--- src/rtl/axis_fifo_pkg.sv ---
// Shared definitions for the parametrised AXI-Stream packet FIFO.
// The beat struct is a macro so each FIFO instance can stamp out a
// struct sized to its own DATA_W without a parametrised package.
`ifndef AXIS_FIFO_PKG_SV
`define AXIS_FIFO_PKG_SV

// Stored beat layout: {tlast, tkeep, tdata}, tlast in the MSB.
`define AXIS_BEAT_T(DW) struct packed { logic last; logic [((DW)/8)-1:0] keep; logic [(DW)-1:0] data; }

package axis_fifo_pkg;

  // Smallest legal depth; below this full/almost_full become degenerate.
  localparam int AXIS_FIFO_MIN_DEPTH = 4;

  // Ceiling log2 that never returns 0, so address buses are at least 1 bit.
  function automatic int clog2_safe(input int value);
    int result;
    result = 1;
    for (int i = 1; i < 31; i++) begin
      if ((32'sd1 <<< i) < value) begin
        result = i + 1;
      end else begin
        result = result;
      end
    end
    return result;
  endfunction

endpackage

`endif

--- src/rtl/axis_fifo_mem.sv ---
// Simple dual-port storage array for the FIFO: synchronous write,
// asynchronous (combinational) read so the head entry falls through.
module axis_fifo_mem
  import axis_fifo_pkg::*;
#(
  parameter int WIDTH = 10,
  parameter int AW    = 4
) (
  input  logic             clk_i,
  input  logic             we_i,
  input  logic [AW-1:0]    waddr_i,
  input  logic [WIDTH-1:0] wdata_i,
  input  logic [AW-1:0]    raddr_i,
  output logic [WIDTH-1:0] rdata_o
);

  logic [WIDTH-1:0] mem_q [2**AW];

  // Store the incoming beat at the write address.
  always_ff @(posedge clk_i) begin
    if (we_i) begin
      mem_q[waddr_i] <= wdata_i;
    end
  end

  assign rdata_o = mem_q[raddr_i];

endmodule

--- src/rtl/axis_pkt_fifo.sv ---
// Parametrised single-clock AXI-Stream FIFO with fill level, packet count,
// almost_full flag and an optional store-and-forward (packet) mode.
module axis_pkt_fifo
  import axis_fifo_pkg::*;
#(
  parameter int DATA_W      = 8,
  parameter int DEPTH       = 16,
  parameter int PACKET_MODE = 0,
  parameter int AF_THRESH   = DEPTH - 2,
  localparam int KEEP_W     = DATA_W / 8
) (
  input  logic                     Aclk,
  input  logic                     Areset_n,
  input  logic                     s_axis_tvalid,
  output logic                     s_axis_tready,
  input  logic [DATA_W-1:0]        s_axis_tdata,
  input  logic [KEEP_W-1:0]        s_axis_tkeep,
  input  logic                     s_axis_tlast,
  output logic                     m_axis_tvalid,
  input  logic                     m_axis_tready,
  output logic [DATA_W-1:0]        m_axis_tdata,
  output logic [KEEP_W-1:0]        m_axis_tkeep,
  output logic                     m_axis_tlast,
  output logic [$clog2(DEPTH):0]   level,
  output logic [$clog2(DEPTH):0]   pkt_count,
  output logic                     almost_full
);

  localparam int AW = clog2_safe(DEPTH);
  localparam int PW = AW + 1;

  typedef `AXIS_BEAT_T(DATA_W) beat_t;
  localparam int BEAT_W = $bits(beat_t);

  localparam logic [PW-1:0] ONE      = {{(PW-1){1'b0}}, 1'b1};
  localparam logic [PW-1:0] AF_LEVEL = PW'(AF_THRESH);

  // Reject configurations the pointer arithmetic cannot support.
  if (DEPTH < AXIS_FIFO_MIN_DEPTH || (DEPTH & (DEPTH - 1)) != 0 || (DATA_W % 8) != 0) begin : g_param_check
    $error("axis_pkt_fifo: DEPTH must be a power of two >= 4 and DATA_W a multiple of 8");
  end

  logic [PW-1:0]     wr_ptr_q, wr_ptr_d;
  logic [PW-1:0]     rd_ptr_q, rd_ptr_d;
  logic [PW-1:0]     level_q, level_d;
  logic [PW-1:0]     pkt_q, pkt_d;
  logic              ready_q, ready_d;
  logic              valid_q, valid_d;
  logic              af_q, af_d;

  logic              push, pop, push_last, pop_last;
  logic              full_nxt, empty_nxt;
  beat_t             wbeat, rbeat;
  logic [BEAT_W-1:0] rdata_raw;

  assign wbeat = '{last: s_axis_tlast, keep: s_axis_tkeep, data: s_axis_tdata};
  assign rbeat = beat_t'(rdata_raw);

  axis_fifo_mem #(
    .WIDTH (BEAT_W),
    .AW    (AW)
  ) u_mem (
    .clk_i   (Aclk),
    .we_i    (push),
    .waddr_i (wr_ptr_q[AW-1:0]),
    .wdata_i (wbeat),
    .raddr_i (rd_ptr_q[AW-1:0]),
    .rdata_o (rdata_raw)
  );

  // Handshakes and next-state for pointers, counters and the registered flags.
  always_comb begin
    push      = s_axis_tvalid & ready_q;
    pop       = valid_q & m_axis_tready;
    push_last = push & s_axis_tlast;
    pop_last  = pop & rbeat.last;

    wr_ptr_d  = wr_ptr_q + {{(PW-1){1'b0}}, push};
    rd_ptr_d  = rd_ptr_q + {{(PW-1){1'b0}}, pop};

    case ({push, pop})
      2'b10:   level_d = level_q + ONE;
      2'b01:   level_d = level_q - ONE;
      default: level_d = level_q;
    endcase

    case ({push_last, pop_last})
      2'b10:   pkt_d = pkt_q + ONE;
      2'b01:   pkt_d = pkt_q - ONE;
      default: pkt_d = pkt_q;
    endcase

    full_nxt  = (wr_ptr_d[AW] != rd_ptr_d[AW]) && (wr_ptr_d[AW-1:0] == rd_ptr_d[AW-1:0]);
    empty_nxt = (wr_ptr_d == rd_ptr_d);

    // In packet mode a full FIFO releases its head so over-long packets cannot deadlock.
    valid_d   = !empty_nxt && ((PACKET_MODE == 0) || (pkt_d != {PW{1'b0}}) || full_nxt);
    ready_d   = !full_nxt;
    af_d      = (level_d >= AF_LEVEL);
  end

  // State registers; reset flushes everything, including partial packets.
  always_ff @(posedge Aclk or negedge Areset_n) begin
    if (!Areset_n) begin
      wr_ptr_q <= {PW{1'b0}};
      rd_ptr_q <= {PW{1'b0}};
      level_q  <= {PW{1'b0}};
      pkt_q    <= {PW{1'b0}};
      ready_q  <= 1'b0;
      valid_q  <= 1'b0;
      af_q     <= 1'b0;
    end else begin
      wr_ptr_q <= wr_ptr_d;
      rd_ptr_q <= rd_ptr_d;
      level_q  <= level_d;
      pkt_q    <= pkt_d;
      ready_q  <= ready_d;
      valid_q  <= valid_d;
      af_q     <= af_d;
    end
  end

  // Payload is forced to zero whenever no beat is offered, which also gives zeros in reset.
  assign m_axis_tvalid = valid_q;
  assign m_axis_tdata  = valid_q ? rbeat.data : {DATA_W{1'b0}};
  assign m_axis_tkeep  = valid_q ? rbeat.keep : {KEEP_W{1'b0}};
  assign m_axis_tlast  = valid_q & rbeat.last;
  assign s_axis_tready = ready_q;
  assign level         = level_q;
  assign pkt_count     = pkt_q;
  assign almost_full   = af_q;

endmodule

--- config.mk ---
export PLATFORM = sky130hd
export DESIGN_NAME = axis_pkt_fifo
export DESIGN_NICKNAME = d
export VERILOG_FILES = /design/src/rtl/axis_fifo_pkg.sv /design/src/rtl/axis_fifo_mem.sv /design/src/rtl/axis_pkt_fifo.sv
export SDC_FILE = /design/constraint.sdc
export NUM_CORES = 1
export LEC_CHECK = 0
export ABC_AREA = 1
export BUFFER_PORTS_ARGS = -buffer_cell sky130_fd_sc_hd__buf_2
export CORE_MARGIN = 2
export CORE_UTILIZATION = 35
export DETAILED_ROUTE_END_ITERATION = 8
export GPL_TIMING_DRIVEN = 0
export HOLD_SLACK_MARGIN = 0.05
export SLEW_MARGIN = 10
export SYNTH_ARGS = -nofsm -noshare
export SYNTH_HDL_FRONTEND = slang
export SYNTH_HIERARCHICAL = 1
export SYNTH_SLANG_ARGS = --single-unit
--- constraint.sdc ---
create_clock -name Aclk -period 3.6 [get_ports Aclk]
set_input_delay 0.18 -clock Aclk [delete_from_list [all_inputs] [get_ports Aclk]]
set_output_delay 0.18 -clock Aclk [all_outputs]
set_load 0.1 [all_outputs]
Word-level counts from Yosys, hierarchy flattened
Memory sizes are Yosys's and may differ from the RTL's.
Cells that the tools add are included.

storage, ports and cells
  flip-flop bits (word level) = 23
  RAM bits = 160
  input bits = 14
  output and inout bits = 23
  word-level logic and storage cells = 37
  memories kept = 1

cells by class
  add/sub/neg operators = 6
  order comparisons = 1
  eq/ne operators = 7
  multiplexer cells = 6
  bitwise logic cells = 5
  reduce and logical (&&, ||, !) cells = 4

memories
  memory       words  width  read ports  clocked after memory_dff  wr ports  line                 text
  u_mem.mem_q  16     10     1           0                         1         axis_fifo_mem.sv:17  logic [WIDTH-1:0] mem_q [2**AW];

operator list
  cell                 count
  $pmux 5 s2           2
  $add 5x1->5          2
  $add 5x1->5 const B  2
  $sub 5x1->5 const B  2
  $mux 8               1
  $and 1x1->1          5
  $eq 5x5->1           1
  $ge 5x4->1 const B   1
  $eq 2x1->1 const B   2
  $eq 2x2->1 const B   2
  $eq 4x4->1           1
  $mux 1               3
  $logic_not 1->1      2
  $reduce_bool 2->1    1
  $logic_and 1x1->1    1
  $ne 1x1->1           1

Logic depth before layout (Yosys ltp)
Gate-level depths: netlist (run 1).

  depth after elaboration = 5
  mapped depth = 19
  gate-level depth less buffers = 17

Hierarchy
The synthesis (run 1) kept the hierarchy.

by module, submodules not included
  module         times used  cells an instance  area an instance (um^2)  sequential area each (um^2)
  axis_fifo_mem  1           672                6971.7                   4804.6
  axis_pkt_fifo  1           160                1400.1                   575.6

Worst setup path after synthesis (run 1)
No wires, ideal clock.

  path type = register to register
  start = register valid_q (netlist: m_axis_tvalid)
  end = register af_q (netlist: almost_full)
  setup time = 117 ps
  arrival time = 2612 ps
  required time = 3483 ps
  setup slack = 870 ps
  cell stages (with the launch flop) = 16
  period minus slack after synthesis = 2730 ps
  path through = dfrtp_1 -> clkbuf_1 -> nand2_1 -> inv_1 -> ha_1 -> buf_6 -> nor2_1 -> nor2_2 -> ha_1 -> inv_1 -> nand2_2 -> nand2_2 -> o21ai_2 -> nand4_1 -> nand2_1 -> nand2_1

on the way
  longest elaborated chain between the ends = 4
  elaborated cells between the ends (all ways) = 5

RTL lines
  element                                          line                  text
  from (decl)                                      axis_pkt_fifo.sv:48   logic valid_q, valid_d;
  from (signal assigned)                           axis_pkt_fifo.sv:118  valid_q <= valid_d;
  $and 1x1->1 *                                    axis_pkt_fifo.sv:74   pop = valid_q & m_axis_tready;
  $eq 2x1->1 / $eq 2x2->1 (equally long branches)  axis_pkt_fifo.sv:81   case ({push, pop})
  $pmux 5 s2 *                                     axis_pkt_fifo.sv:81
  $ge 5x4->1 *                                     axis_pkt_fifo.sv:99   af_d = (level_d >= AF_LEVEL);
  net af_d                                         axis_pkt_fifo.sv:49   logic af_q, af_d;
  to (signal assigned)                             axis_pkt_fifo.sv:111  af_q <= 1'b0;
  to (signal assigned)                             axis_pkt_fifo.sv:119  af_q <= af_d;
  to (decl)                                        axis_pkt_fifo.sv:49

Mark *: on every way through the listed nets, which the timed path passes. The rest lies on a longest branch.
A chain may end at the register's enable or synchronous reset.

==> run_summary.xml, run 1 <==
<?xml version="1.0" encoding="UTF-8"?>
<metrics>
  <group name="yosys">
    <metric name="synth_fp_nets" unit="">858</metric>
    <metric name="synth_enable_flop_cells" unit="">160</metric>
    <metric name="synth.distinct_cells" unit="">33</metric>
    <metric name="synth_seq_cells" unit="">183</metric>
    <metric name="yosysWarningCount" unit="">6</metric>
    <metric name="synth.area.top_cells" unit="">edfxtp_1 (57%), nand2_1 (12%), nand3_1 (7.8%)</metric>
    <metric name="share_of_synthesized_registers_carrying_an_async_set_or_reset" unit="%">12.6</metric>
    <metric name="post_synth_top_area_share" unit="%">57.4</metric>
    <metric name="postSynthAreaPerCell" unit="µm²">10.1</metric>
    <metric name="seq_area_frac_synth" unit="%">64.3</metric>
    <metric name="post_synth_inst_count" unit="">832</metric>
    <metric name="netlist.top_cell.by_area" unit="">edfxtp_1</metric>
    <metric name="synth_area" unit="µm²">8370</metric>
    <metric name="synth_top_flop_cell" unit="">edfxtp_1</metric>
  </group>
  <group name="sta">
    <metric name="hold-worst-slack" unit="ps">166</metric>
    <metric name="final_period_minus_worst_setup_slack" unit="ps">2940</metric>
    <metric name="worstMarginPinSlew" unit="ps">1070</metric>
    <metric name="final.setup.tns" unit="ps">0</metric>
    <metric name="grt_setup_unrepaired" unit="">false</metric>
    <metric name="skew" unit="ps">8.79</metric>
    <metric name="fin_crit_sh" unit="%">81.6</metric>
    <metric name="finalHoldViolCount" unit="">0</metric>
    <metric name="setup_violations" unit="">0</metric>
    <metric name="report.final.slew_viol_count" unit="">0</metric>
    <metric name="maximum_clock_frequency" unit="MHz">341</metric>
    <metric name="relSlewSlack" unit="%">28.6</metric>
  </group>
  <group name="routing">
    <metric name="first_iter_violations" unit="">333</metric>
    <metric name="detail_route.drc_violations" unit="">0</metric>
    <metric name="wire_per_inst" unit="µm">15.5</metric>
    <metric name="avgViaCountPerCell" unit="">4.59</metric>
    <metric name="routed-via-count" unit="">5600</metric>
    <metric name="drtAntennaViolNets" unit="">0</metric>
    <metric name="detail_route.wirelength" unit="µm">18900</metric>
    <metric name="first_pass_iters" unit="">4</metric>
  </group>
  <group name="setup_path">
    <metric name="crit_path_end_kind" unit="">flip-flop</metric>
    <metric name="arrival_time_reported_for_the_critical_path_endpoint" unit="ps">3300</metric>
    <metric name="timing.critical_path.fanout_max" unit="">10</metric>
    <metric name="crit_chain" unit="">inv_1 &gt; clkbuf_1 &gt; nand3_1 &gt; nand3_1 &gt; nand2_1 &gt; nand2_1 &gt; nor2_1 &gt; ha_1 &gt; fa_1 &gt; nand2_1 &gt; nand2_1 &gt; a21oi_1 &gt; xor2_1 &gt; nand2_1 &gt; nand2_1</metric>
    <metric name="critical_path.startpoint" unit="">rd_ptr_q[2]</metric>
    <metric name="crit_type" unit="">reg2reg</metric>
    <metric name="worstSetupStartpointType" unit="">flip-flop</metric>
    <metric name="cell_occurring_most_often_along_the_worst_timing_path" unit="">nand2_1</metric>
    <metric name="cpPeakStageDelay" unit="ps">490</metric>
    <metric name="r2r_slack" unit="ps">660</metric>
    <metric name="cpMaxStageDelayCell" unit="">dfrtp_1</metric>
    <metric name="cp_data_required_time" unit="ps">3960</metric>
    <metric name="reg2reg_start" unit="">rd_ptr_q[2]</metric>
    <metric name="worstRegToRegCells" unit="">15</metric>
    <metric name="regToRegEndpoint" unit="">pkt_count[4]</metric>
  </group>
  <group name="final_layout">
    <metric name="multi_input_area" unit="µm²">2190</metric>
    <metric name="mostFrequentLayoutCells" unit="">nand2_1 (258), edfxtp_1 (160), inv_1 (148)</metric>
    <metric name="finish.cell_count_without_fillers" unit="">1220</metric>
    <metric name="antenna_cells" unit="">0</metric>
    <metric name="mostFrequentLayoutCell" unit="">nand2_1</metric>
    <metric name="area_delta_synth_final" unit="%">13.6</metric>
    <metric name="num-fill-cells" unit="">2269</metric>
    <metric name="final_core_utilization" unit="%">40.5</metric>
    <metric name="ff_latch_area" unit="µm²">5380</metric>
    <metric name="share_of_cells_above_drive_strength_1" unit="%">12.2</metric>
    <metric name="num-nets-final" unit="">914</metric>
  </group>
  <group name="floorplan">
    <metric name="pin_count" unit="">37</metric>
    <metric name="dieHeight" unit="µm">159</metric>
    <metric name="core_area" unit="µm²">23500</metric>
    <metric name="rows" unit="">56</metric>
    <metric name="die_width" unit="µm">159</metric>
    <metric name="fp.dieArea" unit="µm²">25200</metric>
    <metric name="initial_utilization" unit="%">35.7</metric>
  </group>
  <group name="place">
    <metric name="dp_cells" unit="">1187</metric>
    <metric name="hpwl" unit="µm">12900</metric>
    <metric name="port-buffer-count" unit="">36</metric>
    <metric name="global_placer_s_final_weighted_congestion" unit="">0.848</metric>
  </group>
  <group name="global_route">
    <metric name="grt_start_max_net_pins" unit="">24</metric>
    <metric name="grt_first_pass_wirelength" unit="µm">29200</metric>
    <metric name="grtUsageTotal" unit="%">15.9</metric>
    <metric name="globalRouteOverflowTotal" unit="">0</metric>
    <metric name="grt_antenna_before_repair" unit="">0</metric>
    <metric name="global_route.usage.met3" unit="%">3.62</metric>
    <metric name="globalRouteMet2Util" unit="%">26.4</metric>
    <metric name="grt-busiest-layer" unit="">met2</metric>
    <metric name="global_route.usage.met1" unit="%">20.6</metric>
    <metric name="via_count_of_the_first_global_routing_pass" unit="">5506</metric>
  </group>
  <group name="cts">
    <metric name="cts_made_buffers" unit="">17</metric>
    <metric name="numClockSinks" unit="">183</metric>
    <metric name="tritoncts" unit="">yes</metric>
    <metric name="cts.path.max_buffers" unit="">2</metric>
    <metric name="root_buffer" unit="">clkbuf_16</metric>
    <metric name="htree_levels" unit="">4</metric>
    <metric name="clk_pin_slew" unit="ps">70</metric>
    <metric name="clock_latency" unit="ps">420</metric>
    <metric name="cts_post_setup_buffers_inserted" unit="">0</metric>
    <metric name="cts_resizes" unit="">0</metric>
  </group>
  <group name="min_path">
    <metric name="startpoint_of_the_tightest_hold_check_path" unit="">s_axis_tdata[0]</metric>
    <metric name="worstHoldPathCells" unit="">1</metric>
    <metric name="min-delay-path-class" unit="">in2reg</metric>
    <metric name="holdPathEnd" unit="">u_mem/mem_q[9][0]</metric>
  </group>
  <group name="status">
    <metric name="run_status" unit="">finished, final reports clean</metric>
  </group>
  <group name="flow_run">
    <metric name="drv.max_cap_violation_count" unit="">0</metric>
  </group>
</metrics>
==> registers in the layout (all words and copies together), names as in the netlist <==
signal,cells
almost_full,1
pkt_count,5
level,5
m_axis_tvalid,1
rd_ptr_q,5
u_mem/mem_q,160
wr_ptr_q,5
s_axis_tready,1
==> critical path: cells and delay by family, from the launching register on <==
family / cells / cell delay [ps]
buffers and inverters: 2 / 530
AOI/OAI and AO/OA: 1 / 150
xor gates and xnor gates: 1 / 160
and+or+nand+nor: 9 / 900
adders and majority gates: 2 / 670
DFF: 1 / 490
==> kinds of logic after synthesis <==
| group | synth area share, % |
|---|---|
| AOI/OAI and AO/OA | 0.658 |
| xor gates and xnor gates | 2.05 |
| adders and majority gates | 1.88 |
| buffers and inverters | 9.52 |
| DFF | 64.3 |
| and+or+nand+nor | 21.6 |
==> metal layers <==
metal,share of wire [%],up-vias,routed length [µm]
li1,-,2777,-
met1,45,2632,8410
met2,48,170,9000
met3,6.4,21,1210
met4,1.3,0,250
met5,0,-,0
==> through the flow <==
step,cell area (µm²),worst slack (ps)
after floorplan,8370,870
after global placement,8950,742
after detailed placement,8950,720
after CTS,9510,706
after global routing,9510,437
final,9510,664
==> worst max-delay path by stage <==
stage	to	slack, ps
after CTS	pkt_count[4]	710
final	pkt_count[4]	660
after global routing	pkt_count[4]	440
after global placement	pkt_count[4]	740
after floorplan	almost_full	870
after detailed placement	pkt_count[4]	720
==> Yosys cell counts (2+ instances only) <==
cell type / number
a21oi_1: 3
buf_2: 16
buf_4: 2
buf_6: 8
clkbuf_1: 5
dfrtp_1: 23
edfxtp_1: 160
ha_1: 11
inv_1: 148
inv_2: 2
nand2_1: 258
nand2_2: 4
nand3_1: 130
nand3_2: 4
nand3b_1: 2
nand4_1: 2
nor2_1: 23
o21ai_0: 2
xnor2_1: 8
xnor2_2: 3
xor2_1: 6
==> repair_timing <==
| item | 4_1_cts | 5_1_grt |
|---|---|---|
| setup endpoints to repair | 0 | 0 |
| hold endpoints to repair | 23 | 0 |
| hold buffers | 1 | 0 |
==> cell type report <==
cell class / count / share of cell area [%]
multi-input cells: 463 / 23.1
flip-flops and latches: 183 / 56.5
inverters: 153 / 6.14
plain buffers: 33 / 2.24
clock buffers: 18 / 4.51
well taps: 319 / 4.20
clock inverters: 14 / 1.30
repair buffers: 37 / 2.00
Power of run 1 is left out: the tool's default activity adds up to more than one toggle a clock period on the data nets, which glitch-free logic cannot reach.
==> run 2, diff against run 1 <==
--- a/config.mk
+++ b/config.mk
@@ -5,7 +5,7 @@
 export SDC_FILE = /design/constraint.sdc
 export NUM_CORES = 1
 export LEC_CHECK = 0
-export ABC_AREA = 1
+export ABC_AREA = 0
 export BUFFER_PORTS_ARGS = -buffer_cell sky130_fd_sc_hd__buf_2
 export CORE_MARGIN = 2
 export CORE_UTILIZATION = 35
==> constraint.sdc (replaced) <==
create_clock -name Aclk -period 2.8 [get_ports Aclk]
set_input_delay 0.14 -clock Aclk [delete_from_list [all_inputs] [get_ports Aclk]]
set_output_delay 0.14 -clock Aclk [all_outputs]
set_load 0.1 [all_outputs]
==> run_summary.xml, run 2 <==
<?xml version="1.0" encoding="UTF-8"?>
<metrics>
  <group name="yosys">
    <metric name="synth.area.top_cells" unit="">edfxtp_1 (64%), mux4_2 (8.4%), dfrtp_1 (7.7%)</metric>
    <metric name="postSynthAreaPerCell" unit="µm²">19.1</metric>
    <metric name="post_synth_top_area_share" unit="%">64.2</metric>
    <metric name="post_synth_and_or_nand_nor_area_fraction" unit="%">5.00</metric>
    <metric name="synth_area" unit="µm²">7480</metric>
    <metric name="share_of_synthesized_registers_carrying_an_async_set_or_reset" unit="%">12.6</metric>
    <metric name="synth_top_flop_cell" unit="">edfxtp_1</metric>
    <metric name="synth-adder-area-share" unit="%">2.11</metric>
    <metric name="post_synth_inst_count" unit="">391</metric>
    <metric name="yosys.area_share.xor_xnor" unit="%">2.11</metric>
    <metric name="synth_top_family_by_area" unit="">multiplexers</metric>
    <metric name="yosys.cell_count.top_type" unit="">edfxtp_1</metric>
    <metric name="seq_area_frac_synth" unit="%">71.9</metric>
    <metric name="yosys-top-cells-count" unit="">edfxtp_1 (160), mux4_2 (28), dfrtp_1 (23)</metric>
    <metric name="post_synth_mux_area_share" unit="%">13.4</metric>
    <metric name="yosysWarningCount" unit="">6</metric>
    <metric name="synth_seq_cells" unit="">183</metric>
    <metric name="synth_compound_area_share" unit="%">3.75</metric>
    <metric name="synth_enable_flop_cells" unit="">160</metric>
    <metric name="synth.distinct_cells" unit="">45</metric>
    <metric name="synth_fp_nets" unit="">417</metric>
    <metric name="netlist.top_cell.by_area" unit="">edfxtp_1</metric>
  </group>
  <group name="global_route">
    <metric name="globalRouteOverflowTotal" unit="">0</metric>
    <metric name="grtUsageTotal" unit="%">14.4</metric>
    <metric name="via_count_of_the_first_global_routing_pass" unit="">3849</metric>
    <metric name="grt_antenna_before_repair" unit="">0</metric>
    <metric name="grt_start_max_net_pins" unit="">24</metric>
    <metric name="grt_first_pass_wirelength" unit="µm">23100</metric>
  </group>
  <group name="cts">
    <metric name="cts.path.max_buffers" unit="">2</metric>
    <metric name="tritoncts" unit="">yes</metric>
    <metric name="clk_pin_slew" unit="ps">70</metric>
    <metric name="cts_made_buffers" unit="">17</metric>
    <metric name="clock_latency" unit="ps">420</metric>
    <metric name="htree_levels" unit="">4</metric>
    <metric name="numClockSinks" unit="">183</metric>
    <metric name="root_buffer" unit="">clkbuf_16</metric>
  </group>
  <group name="setup_path">
    <metric name="worstSetupStartpointType" unit="">flip-flop</metric>
    <metric name="crit_path_end_kind" unit="">flip-flop</metric>
    <metric name="worstRegToRegCells" unit="">12</metric>
    <metric name="r2r_slack" unit="ps">-170</metric>
    <metric name="regToRegEndpoint" unit="">pkt_count[4]</metric>
    <metric name="arrival_time_reported_for_the_critical_path_endpoint" unit="ps">3310</metric>
    <metric name="reg2reg_start" unit="">rd_ptr_q[0]</metric>
    <metric name="timing.critical_path.fanout_max" unit="">4</metric>
    <metric name="cp_data_required_time" unit="ps">3150</metric>
    <metric name="crit_type" unit="">reg2reg</metric>
  </group>
  <group name="place">
    <metric name="placed_cell_area" unit="µm²">8060</metric>
    <metric name="port-buffer-count" unit="">36</metric>
    <metric name="dp_cells" unit="">706</metric>
    <metric name="global_placer_s_final_weighted_congestion" unit="">0.779</metric>
    <metric name="hpwl" unit="µm">9930</metric>
  </group>
  <group name="sta">
    <metric name="relSlewSlack" unit="%">26.8</metric>
    <metric name="maximum_clock_frequency" unit="MHz">337</metric>
    <metric name="report.final.slew_viol_count" unit="">0</metric>
    <metric name="fin_crit_sh" unit="%">106</metric>
    <metric name="worstMarginPinSlew" unit="ps">1090</metric>
    <metric name="skew" unit="ps">9.35</metric>
    <metric name="final_period_minus_worst_setup_slack" unit="ps">2970</metric>
    <metric name="grt_setup_unrepaired" unit="">true</metric>
    <metric name="finalHoldViolCount" unit="">0</metric>
    <metric name="setup_slack" unit="ps">-166</metric>
    <metric name="setup_violations" unit="">8</metric>
  </group>
  <group name="status">
    <metric name="violations" unit="">negative setup slack</metric>
    <metric name="run_status" unit="">finished with violations</metric>
  </group>
  <group name="routing">
    <metric name="wire_per_inst" unit="µm">20.6</metric>
    <metric name="first_pass_iters" unit="">4</metric>
    <metric name="avgViaCountPerCell" unit="">5.11</metric>
    <metric name="drtAntennaViolNets" unit="">0</metric>
    <metric name="detail_route.drc_violations" unit="">0</metric>
    <metric name="first_iter_violations" unit="">248</metric>
    <metric name="detail_route.wirelength" unit="µm">15500</metric>
    <metric name="routed-via-count" unit="">3837</metric>
  </group>
  <group name="floorplan">
    <metric name="core_area" unit="µm²">21000</metric>
    <metric name="dieHeight" unit="µm">150</metric>
    <metric name="rows" unit="">53</metric>
    <metric name="fp.dieArea" unit="µm²">22600</metric>
    <metric name="die_width" unit="µm">150</metric>
    <metric name="pin_count" unit="">37</metric>
    <metric name="initial_utilization" unit="%">35.6</metric>
  </group>
  <group name="flow_run">
    <metric name="drv.max_cap_violation_count" unit="">0</metric>
  </group>
  <group name="final_layout">
    <metric name="finish.cell_count_without_fillers" unit="">751</metric>
    <metric name="area_delta_synth_final" unit="%">19.5</metric>
    <metric name="mostFrequentLayoutCell" unit="">edfxtp_1</metric>
    <metric name="num-nets-final" unit="">490</metric>
    <metric name="mostFrequentLayoutCells" unit="">edfxtp_1 (160), buf_2 (35), mux4_2 (31)</metric>
    <metric name="antenna_cells" unit="">0</metric>
    <metric name="final_instance_area" unit="µm²">8940</metric>
    <metric name="max_flop_register" unit="">u_mem/mem_q</metric>
    <metric name="num-fill-cells" unit="">1837</metric>
    <metric name="largest_reg_flops" unit="">160</metric>
    <metric name="final_core_utilization" unit="%">42.5</metric>
    <metric name="share_of_cells_above_drive_strength_1" unit="%">32.8</metric>
  </group>
  <group name="min_path">
    <metric name="holdPathEnd" unit="">u_mem/mem_q[6][1]</metric>
    <metric name="worstHoldPathCells" unit="">1</metric>
    <metric name="startpoint_of_the_tightest_hold_check_path" unit="">s_axis_tdata[1]</metric>
    <metric name="min-delay-path-class" unit="">in2reg</metric>
  </group>
</metrics>
-- run 2: changes by cell type after synthesis, sizes merged, moves of 8 or more --
| cell | delta |
|---|---|
| nand2 | -245 |
| inv | -145 |
| nand3 | -128 |
| mux4 | +40 |
| a22oi | +20 |
| buf | -14 |
| and2 | +11 |
| nor2 | -8 |
-- run 2: layer usage --
layer	up-vias	GRT usage (%)	routed length [µm]
met1	2044	19.4	6960
met2	63	23.4	7760
met3	12	3.39	589
met4	0	4.25	159
met5	-	0	0
li1	1718	-	-
-- run 2: area by class of cell --
type                            instances  area (µm²)  share of cell area, %
Tap cell                              275         344                   3.85
Clock buffer                           19         433                   4.84
Timing Repair Buffer                   55         342                   3.82
Clock inverter                         12         190                   2.13
Multi-Input combinational cell        185        2080                   23.3
Buffer                                 16         141                   1.58
Inverter                                6        22.5                  0.252
Sequential cell                       183        5380                   60.2
-- run 2: kinds of logic after synthesis --
group                    Yosys count
multiplexers                      45
AO/OA/AOI/OAI                     38
adder cells (fa/ha/maj)           12
XOR/XNOR                          18
buffers and inverters             23
flip-flops                       183
AND/OR/NAND/NOR                   72
-- run 2: worst max-delay path: stages (launching register included) --
cell	delay, ps
dfrtp_1	370
buf_6	150
buf_12	120
mux4_2	520
a22oi_2	270
nand2_2	110
and3_4	160
ha_4	170
fa_2	330
a21o_1	170
a21oi_2	140
mux2i_1	230
xnor2_1	140
-- run 2: worst max-delay path by stage --
stage,from,to,cells past startpoint
finish,rd_ptr_q[0],pkt_count[4],12
global route,rd_ptr_q[0],pkt_count[4],12
CTS,rd_ptr_q[0],pkt_count[4],12
detailed placement,rd_ptr_q[1],pkt_count[4],11
global placement,rd_ptr_q[1],pkt_count[4],11
floorplan,rd_ptr_q[0],pkt_count[4],12
-- run 2: repair_timing --
action                     4_1_cts  5_1_grt
gates resized for setup         23       22
buffers inserted                 5        9
setup endpoints to repair       16       14
hold endpoints to repair        23        0
pin swaps                        8       10
hold buffers                     1        0
-- run 2: metrics by stage --
step	hold WS [ps]	setup WS (ps)	TNS, ps
global placement	138	-672	-1890
CTS	111	-187	-1020
floorplan	-156	-77.4	-77.4
finish	121	-166	-573
global route	122	-299	-1690
detailed placement	155	-670	-1940
Power of run 2 is left out for the same reason.
